### config.mk
export PLATFORM = sky130hd
export DESIGN_NAME = bargraph_peak_hold_flat
export DESIGN_NICKNAME = d
export VERILOG_FILES = /design/src/rtl/bargraph_peak_hold_if.sv /design/src/rtl/bargraph_peak_hold.sv /design/src/flat_wrapper.sv
export SDC_FILE = /design/constraint.sdc
export NUM_CORES = 1
export LEC_CHECK = 0
export CAP_MARGIN = 20
export CORE_MARGIN = 2
export CORE_UTILIZATION = 49
export DETAILED_ROUTE_END_ITERATION = 6
export HOLD_SLACK_MARGIN = 0.03
export PLACE_DENSITY = 0.74
export SLEW_MARGIN = 10
export SYNTH_ARGS = -nofsm -noshare
export SYNTH_HDL_FRONTEND = slang
export SYNTH_SLANG_ARGS = --single-unit
export TNS_END_PERCENT = 100
### constraint.sdc
create_clock -name hz100 -period 3.22 [get_ports hz100]
set_input_delay 0.966 -clock hz100 [delete_from_list [all_inputs] [get_ports hz100]]
set_output_delay 0.966 -clock hz100 [all_outputs]
set_load 0.01 [all_outputs]
### src/rtl/bargraph_peak_hold_if.sv
// bargraph_peak_hold_if: level input, display outputs and peak status of the bar graph
interface bargraph_peak_hold_if #(
  parameter int WIDTH = 16
) ();
  localparam int LW = $clog2(WIDTH + 1);
  logic [WIDTH-1:0] in;
  logic             dot_mode;
  logic             clear;
  logic [WIDTH-1:0] bar;
  logic [LW-1:0]    level;
  logic [LW-1:0]    peak;
  logic             decaying;
  modport master (output in, dot_mode, clear, input bar, level, peak, decaying);
  modport slave  (input in, dot_mode, clear, output bar, level, peak, decaying);
endinterface

### src/rtl/bargraph_peak_hold.sv
// bargraph_peak_hold: priority-encoded bar/dot display with held, decaying peak marker
module bargraph_peak_hold #(
  parameter int WIDTH       = 16,
  parameter int HOLD_TICKS  = 50,
  parameter int DECAY_TICKS = 10
) (
  input  logic                      hz100,
  input  logic                      reset_n,
  bargraph_peak_hold_if.slave       bus
);
  localparam int LW = $clog2(WIDTH + 1);
  localparam int HW = $clog2(HOLD_TICKS + 1);
  localparam int DW = $clog2(DECAY_TICKS + 1);
  typedef enum logic [1:0] {IDLE, HOLD, DECAY} state_t;
  state_t state, state_nx;
  logic [LW-1:0] lvl_nx, peak_q, peak_nx;
  logic [HW-1:0] hold_cnt, hold_nx;
  logic [DW-1:0] dec_cnt, dec_nx;
  logic [WIDTH-1:0] bar_nx;
  // level is one past the highest set input bit
  always_comb begin
    lvl_nx = '0;
    for (int i = 0; i < WIDTH; i++) lvl_nx = bus.in[i] ? LW'(i + 1) : lvl_nx;
  end
  // base bar or dot pattern with the next peak position overlaid
  always_comb begin
    bar_nx = '0;
    for (int i = 0; i < WIDTH; i++)
      bar_nx[i] = (bus.dot_mode ? (lvl_nx == LW'(i + 1)) : (lvl_nx > LW'(i))) | (peak_nx == LW'(i + 1));
  end
  // peak FSM: clear wins, then a new peak restarts the hold, else hold/decay timing
  always_comb begin
    state_nx = state;
    peak_nx  = peak_q;
    hold_nx  = hold_cnt;
    dec_nx   = dec_cnt;
    if (bus.clear) begin
      state_nx = IDLE;
      peak_nx  = '0;
      hold_nx  = '0;
      dec_nx   = '0;
    end else if (lvl_nx != '0 && lvl_nx >= peak_q) begin
      state_nx = HOLD;
      peak_nx  = lvl_nx;
      hold_nx  = HW'(HOLD_TICKS - 1);
    end else if (state == HOLD) begin
      state_nx = hold_cnt == '0 ? DECAY : HOLD;
      dec_nx   = hold_cnt == '0 ? DW'(DECAY_TICKS - 1) : dec_cnt;
      hold_nx  = hold_cnt == '0 ? hold_cnt : hold_cnt - HW'(1);
    end else if (state == DECAY) begin
      peak_nx  = dec_cnt == '0 ? peak_q - LW'(1) : peak_q;
      dec_nx   = dec_cnt == '0 ? DW'(DECAY_TICKS - 1) : dec_cnt - DW'(1);
      state_nx = (dec_cnt == '0 && peak_q == LW'(1)) ? IDLE : DECAY;
    end
  end
  // FSM state, peak and counters
  always_ff @(posedge hz100 or negedge reset_n) begin
    if (!reset_n) begin
      state    <= IDLE;
      peak_q   <= '0;
      hold_cnt <= '0;
      dec_cnt  <= '0;
    end else begin
      state    <= state_nx;
      peak_q   <= peak_nx;
      hold_cnt <= hold_nx;
      dec_cnt  <= dec_nx;
    end
  end
  // registered display outputs
  always_ff @(posedge hz100 or negedge reset_n) begin
    if (!reset_n) begin
      bus.bar      <= '0;
      bus.level    <= '0;
      bus.decaying <= 1'b0;
    end else begin
      bus.bar      <= bar_nx;
      bus.level    <= lvl_nx;
      bus.decaying <= state_nx == DECAY;
    end
  end
  assign bus.peak = peak_q;
endmodule

### src/flat_wrapper.sv
// flat-port wrapper written by rule: the top's interface ports become plain ports
module bargraph_peak_hold_flat 
#(
  parameter int WIDTH       = 16,
  parameter int HOLD_TICKS  = 50,
  parameter int DECAY_TICKS = 10
)
  (hz100, reset_n, bus_in, bus_dot_mode, bus_clear, bus_bar, bus_level, bus_peak, bus_decaying);
  bargraph_peak_hold_if #(.WIDTH(WIDTH)) bus_i ();
  input  logic hz100;
  input  logic reset_n;
  input wire logic [$bits(bus_i.in)-1:0] bus_in;
  input wire logic [$bits(bus_i.dot_mode)-1:0] bus_dot_mode;
  input wire logic [$bits(bus_i.clear)-1:0] bus_clear;
  output wire logic [$bits(bus_i.bar)-1:0] bus_bar;
  output wire logic [$bits(bus_i.level)-1:0] bus_level;
  output wire logic [$bits(bus_i.peak)-1:0] bus_peak;
  output wire logic [$bits(bus_i.decaying)-1:0] bus_decaying;
  assign bus_i.in = bus_in;
  assign bus_i.dot_mode = bus_dot_mode;
  assign bus_i.clear = bus_clear;
  assign bus_bar = bus_i.bar;
  assign bus_level = bus_i.level;
  assign bus_peak = bus_i.peak;
  assign bus_decaying = bus_i.decaying;
  bargraph_peak_hold #(.WIDTH(WIDTH), .HOLD_TICKS(HOLD_TICKS), .DECAY_TICKS(DECAY_TICKS)) u_core (.hz100(hz100), .reset_n(reset_n), .bus(bus_i));
endmodule
==> results of run 1 <==
[worst reg2reg max path, stage by stage, from the launching register on]
cell     delay (ns)
dfrtp_1        0.42
inv_1          0.10
ha_1           0.17
or4b_1         0.52
nor2_1         0.25
nor2_1         0.07
a21oi_1        0.25
a22oi_2        0.14
buf_4          0.17
or3_4          0.37
o31ai_2        0.18
[how the worst min path moves through the flow]
stage / slack, ns / endpoint
floorplan: 0.47 / u_core.dec_cnt[0]$_DFFE_PN0P_
global placement: 0.50 / u_core.dec_cnt[0]$_DFFE_PN0P_
detailed placement: 0.50 / u_core.dec_cnt[0]$_DFFE_PN0P_
CTS: 0.51 / u_core.dec_cnt[0]$_DFFE_PN0P_
global route: 0.55 / u_core.dec_cnt[0]$_DFFE_PN0P_
finish: 0.52 / u_core.dec_cnt[0]$_DFFE_PN0P_
[cells in the final DEF (no fill, tap or decap), drive strengths merged, types with 5 or more instances in the layout]
master,instances
xnor2,6
nand2b,7
nor2,36
dlygate4sd2,5
o21ai,10
dfrtp,39
clkbuf,7
inv,15
nor3,6
o31ai,5
a21oi,20
ha,11
nor4,6
clkdlybuf4s50,30
nand2,19
buf,81
[layout make-up]
class	instances	area [µm²]	share of cell area [%]
Multi-Input combinational cell	195	1645	42.93
Timing Repair Buffer	118	974.7	25.43
Tap cell	54	67.56	1.763
Clock buffer	5	68.82	1.796
Inverter	15	56.30	1.469
Sequential cell	39	975.9	25.47
Clock inverter	3	43.79	1.143
[registers in the layout, indices dropped and copies added, names as in the netlist]
| name | flops |
|---|---|
| u_core.bus.bar | 16 |
| u_core.bus.decaying | 1 |
| u_core.bus.level | 5 |
| u_core.bus.peak | 5 |
| u_core.dec_cnt | 4 |
| u_core.hold_cnt | 6 |
| u_core.state | 2 |
[cells by family (layout without fill, tap and decap cells)]
kind of cell,Yosys count,after routing,share of synthesized area [%]
AND/OR/NAND/NOR,101,101,21.81
AO/OA/AOI/OAI,73,73,22.77
flip-flops,39,39,41.69
buffers and inverters,23,141,4.062
adder cells (fa/ha/maj),11,11,5.879
XOR/XNOR,9,9,3.367
multiplexers,1,1,0.4276
[power by group]
part           switching [mW]  leakage [nW]  total, mW  internal (mW)
sequential             0.0276         0.485      0.557          0.529
clock                   0.179        0.0581      0.409          0.231
combinational           0.321          1.07      0.616          0.295
[metal layers]
layer	global-route usage [%]	part of all wire [%]	vias up
li1	-	-	1173
met1	37.90	41	1239
met2	50.05	49	136
met3	4.282	6.2	39
met4	10.49	3.9	0
met5	0	0	-
[stage by stage]
step                utilization [%]  cells  power [mW]  TNS (ns)
finish                        82.23    429       1.582    -5.525
global route                  82.23    429       1.651    -8.176
CTS                           80.03    426       1.532    -3.880
detailed placement            71.09    406       1.032    -26.25
global placement              71.09    406       1.023    -23.30
floorplan                         -    257      0.8009    -8.925
[repair_timing]
item                       CTS  global route
gates resized for setup     87            23
setup buffers               12             5
hold endpoints to repair     0             0
hold buffers                 0             0
cloned                       0             0
pin swaps                   35            25
setup endpoints to repair   34            30
==> results.toml, run 1 <==
[clocking]
clock_path_buffers = 2
cts_root_buf = "clkbuf_8"
cts-buffers-inserted = 5
cts_sinks = 39
cts.clk_slew.worst_paths_ns = 0.08
cts_tree = "done"
clk_latency_ns = 0.29
cts_htree_levels = 2

[floorplanning]
die_h_um = 73.12
start_util_pct = 50.23
core_mm2 = 0.004661
die_w_um = 73.12
num_rows = 25
io_pins = 47
fp.dieArea_mm2 = 0.005347

[synthesis]
ys.flop_type = "dfrtp_1"
yosysMostFrequentCell = "dfrtp_1"
ys_seq_elements = 39
ys_warn_count = 0
synth_nets = 288
synth_top_area_share_pct = 41.69
synth_top_area_cell = "dfrtp_1"
synth_seq_area_share_pct = 41.69
yosysUniqueCellTypes = 59
synth.cell_area_mm2 = 0.002341
synth_edf_count = 0
async_flop_share_pct = 100.0
synth_commonest_cells = "dfrtp_1, nor2_1, a21oi_1, nand2_1, inv_1"
syn_inst = 257
syn_avg_cell_area_um2 = 9.109
synthTopCellsByArea = "dfrtp_1, ha_1, nor2_1"

[cells_and_area]
finalNetCount = 405
fillers = 264
num_antenna_cells = 0
layout-drive-gt1-share_pct = 40.53
fin_area_mm2 = 0.003832
synthToLayoutAreaGrowth_pct = 63.71

[worst_setup_path]
crit_path_max_fanout = 6
slowest_delay_ns = 0.38
worstSetupPathType = "input pin to flop"
critPathTopFamily = "compound AO/OA/AOI/OAI gates"
slowest_stage = "a22oi_2"
start_kind = "input pin"
crit_buf_inv = 4
startpoint = "bus_in[10]"
cpMostUsedCell = "buf_6"
r2r_end = "u_core.bus.bar[10]$_DFF_PN0_"
cp.arrival_ns = 3.82
reg2reg_depth = 10
crit_path_end = "u_core.bus.bar[3]$_DFF_PN0_"
worstPathCellList = "buf_6, buf_6, nor4_4, o31ai_4, a211oi_4, nor2_4, ha_4, a31oi_4, o21ai_2, a21bo_4, buf_6, a22oi_2, o211ai_1, buf_4, o221ai_2"
cp_num_cells = 15
r2r_slack_ns = 0.49
r2r_start = "u_core.dec_cnt[0]$_DFFE_PN0P_"
critPathCaptureType = "flop"
worstPathRequired_ns = 3.42

[detailed_routing]
via_count = 2587
drcViolationCount = 0
wirelength_mm = 7.702
ant_nets = 0
routed_via_density = 6.030
wl_per_cell_um = 17.95
dr.pass1.iters = 5
drt_iter0_markers = 190

[status]
outcome = "finished with violations"
violations = "setup timing"

[pwr]
leakage_nw = 1.617
p_per_area_mw_per_mm2 = 412.8
vdd_ir_drop_max_uv = 289.2

[sta]
fmax_ghz = 0.2767
tightest_slew_ns = 0.8200
maxSlewViolCount = 0
hold_violations = 0
setup_viol = 22
rsz0062_at_grt = "true"
setup_ws_ns = -0.3945
hold_ws_ns = 0.5228
skew_ns = 0.01173
fin_crit_sh_pct = 112.3
slew_headroom_pct = 45.33
fin_crit_ns = 3.615

[grt]
antenna_found_initial = 0
grt_pass1_vias = 2483
grt_max_degree = 40
gr-usage-all-layers_pct = 29.42
overflow = 0
grt_first_pass_wirelength_mm = 11.99

[place]
dp_hpwl_mm = 4.968
io_buffers = 46
place_area_mm2 = 0.003313
gp_congestion = 0.9051
pre_cts_ws_ns = -1.040

[flow_run]
drv_cap = 0

[worst_hold_path]
holdPathStages = 1
hp-start = "u_core.dec_cnt[0]$_DFFE_PN0P_"
min_path_type = "flop to flop"
(Power assumes the default switching activity.)
==> run 2: changes to the inputs <==
--- a/config.mk
+++ b/config.mk
@@ -7,10 +7,10 @@
 export LEC_CHECK = 0
 export CAP_MARGIN = 20
 export CORE_MARGIN = 2
-export CORE_UTILIZATION = 49
+export CORE_UTILIZATION = 35
 export DETAILED_ROUTE_END_ITERATION = 6
 export HOLD_SLACK_MARGIN = 0.03
-export PLACE_DENSITY = 0.74
+export PLACE_DENSITY_LB_ADDON = 0.05
 export SLEW_MARGIN = 10
 export SYNTH_ARGS = -nofsm -noshare
 export SYNTH_HDL_FRONTEND = slang
==> run 2 against run 1 <==
Effect of this change:
- the run ends with DRC, setup timing left
- global-route usage fell by 9.5 points
- clock power decreased by 7.6%
- first-iteration DRC count shrank 11%
- maximum frequency up 4.4%
- hold slack worse by 0.015 ns
- combinational power down 7.1%
- routed wire length is 11% lower
- setup slack improved by 0.15 ns
- critical path depth decreased by 3
- critical path type unchanged
- highest routed layer unchanged
==> results.toml, run 2 (synthesis gave the netlist of run 1 again) <==
[place]
dp_hpwl_mm = 5.096
gp_congestion = 0.8530
io_buffers = 46
place_inst = 426

[worst_setup_path]
start_kind = "input pin"
slowest_delay_ns = 0.54
cp.arrival_ns = 3.65
critPathCaptureType = "flop"
worstPathCellList = "buf_8, or4_4, nand2_2, a21oi_2, ha_1, a21o_1, a31oi_4, o21ai_2, a21bo_4, a221oi_4, and3b_1, a221o_1"
slowest_stage = "or4_4"
worstPathRequired_ns = 3.41
crit_path_max_fanout = 7
crit_buf_inv = 1
worstSetupPathType = "input pin to flop"
critPathTopFamily = "compound AO/OA/AOI/OAI gates"

[clocking]
clk_latency_ns = 0.30
cts_root_buf = "clkbuf_8"
holdBufCountCts = 0
cts_tree = "done"
cts.clk_slew.worst_paths_ns = 0.09
cts_sinks = 39
cts-buffers-inserted = 5
clock_path_buffers = 2
cts_htree_levels = 2

[pwr]
leakage_nw = 1.607
p_per_area_mw_per_mm2 = 393.7
vdd_ir_drop_max_uv = 183.8

[cells_and_area]
layout_common_cells = "buf_4, dfrtp_1, nor2_1"
final_common_cell = "buf_4"
finalNetCount = 404
synthToLayoutAreaGrowth_pct = 63.39
utilization_pct = 59.56
num_antenna_cells = 0
fin_cells = 451
reg_top3 = "u_core.bus.bar: 16 flops, u_core.hold_cnt: 6 flops"
top_register = "u_core.bus.bar"
largest_register_ffs = 16
layout-drive-gt1-share_pct = 39.30

[floorplanning]
num_rows = 29
die_h_um = 85.79
fp.dieArea_mm2 = 0.007359
die_w_um = 85.79
start_util_pct = 36.45
io_pins = 47
core_mm2 = 0.006422

[detailed_routing]
dr.pass1.iters = 6
wl_per_cell_um = 15.18
via_count = 2337
drcViolationCount = 1
drt_iter0_markers = 170
ant_nets = 0
routed_via_density = 5.182
wirelength_mm = 6.847

[sta]
fin_crit_ns = 3.463
fmax_ghz = 0.2887
setup_ws_ns = -0.2434
fin_crit_sh_pct = 107.6
maxSlewViolCount = 0
skew_ns = 0.009499
tightest_slew_ns = 0.8730
rsz0062_at_grt = "true"
setup_viol = 16
slew_headroom_pct = 41.80
hold_violations = 0

[grt]
grt_max_degree = 40
overflow = 0
antenna_found_initial = 0
grt_pass1_vias = 2373
grt_first_pass_wirelength_mm = 11.62
gr-usage-all-layers_pct = 19.91

[status]
violations = "DRC, setup timing"
outcome = "finished with violations"

[worst_hold_path]
min_path_type = "flop to flop"

[flow_run]
drv_cap = 0
==> run 2: layout make-up <==
cell class	count	area, µm²
inverter	15	56.30
timing repair buffer	117	999.7
sequential	39	975.9
fill	558	2597
multi-input combinational	195	1593
clock inverter	1	7.507
tap	77	96.34
clock buffer	7	96.34
==> run 2: per-layer routing <==
metal  GRT usage (%)  share of wire [%]  vias up
met5               0                  0        -
met4           6.349                1.9        0
met3           3.657                3.2       14
met2           30.54                 46       53
met1           28.50                 49     1105
li1                -                  -     1165
==> run 2: per-stage QoR <==
stage          setup slack [ns]  area, µm²  total power, mW  TNS (ns)  hold slack, ns
2_1_floorplan           -0.6527       2405           0.8009    -8.925          0.4709
4_1_cts                 -0.2917       3682            1.484    -3.391          0.5095
6_report                -0.2434       3825            1.506    -2.574          0.5076
3_5_place_dp             -1.028       3319            1.023    -25.60          0.4973
5_1_grt                 -0.3320       3825            1.606    -4.482          0.5304
3_3_place_gp            -0.9561       3319            1.020    -23.74          0.4967
==> run 2: path summary, 6_finish.rpt <==
kind / start / end / slack [ns] / cells after the start
max: bus_in[3] / u_core.bus.bar[2]$_DFF_PN0_ / -0.24 / 12
min: u_core.dec_cnt[0]$_DFFE_PN0P_ / u_core.dec_cnt[0]$_DFFE_PN0P_ / 0.51 / 1
max reg2reg: u_core.dec_cnt[0]$_DFFE_PN0P_ / u_core.bus.bar[2]$_DFF_PN0_ / 0.63 / 9
min reg2reg: u_core.dec_cnt[0]$_DFFE_PN0P_ / u_core.dec_cnt[0]$_DFFE_PN0P_ / 0.51 / 1
max in group asynchronous: reset_n / u_core.bus.peak[1]$_DFF_PN0_ / 1.88 / 1
min in group asynchronous: reset_n / u_core.bus.bar[3]$_DFF_PN0_ / 0.78 / 1
==> run 2: timing repair <==
item | 4_1_cts | 5_1_grt
buffers inserted | 11 | 8
resized for setup | 80 | 27
endpoints found under the setup margin | 33 | 26
pin swaps | 26 | 23
==> run 2: worst reg2reg max path, stage by stage, from the launching register on <==
cell      delay [ns]
dfrtp_1         0.41
inv_1           0.09
ha_1            0.16
or4b_1          0.50
nor2_1          0.15
xnor2_1         0.14
inv_1           0.09
a221oi_4        0.41
and3b_1         0.24
a221o_1         0.31
==> run 2: power breakdown <==
group | switching, mW | internal [mW] | leakage (nW)
Sequential | 0.0264 | 0.529 | 0.485
Clock | 0.183 | 0.195 | 0.0505
Combinational | 0.285 | 0.287 | 1.07
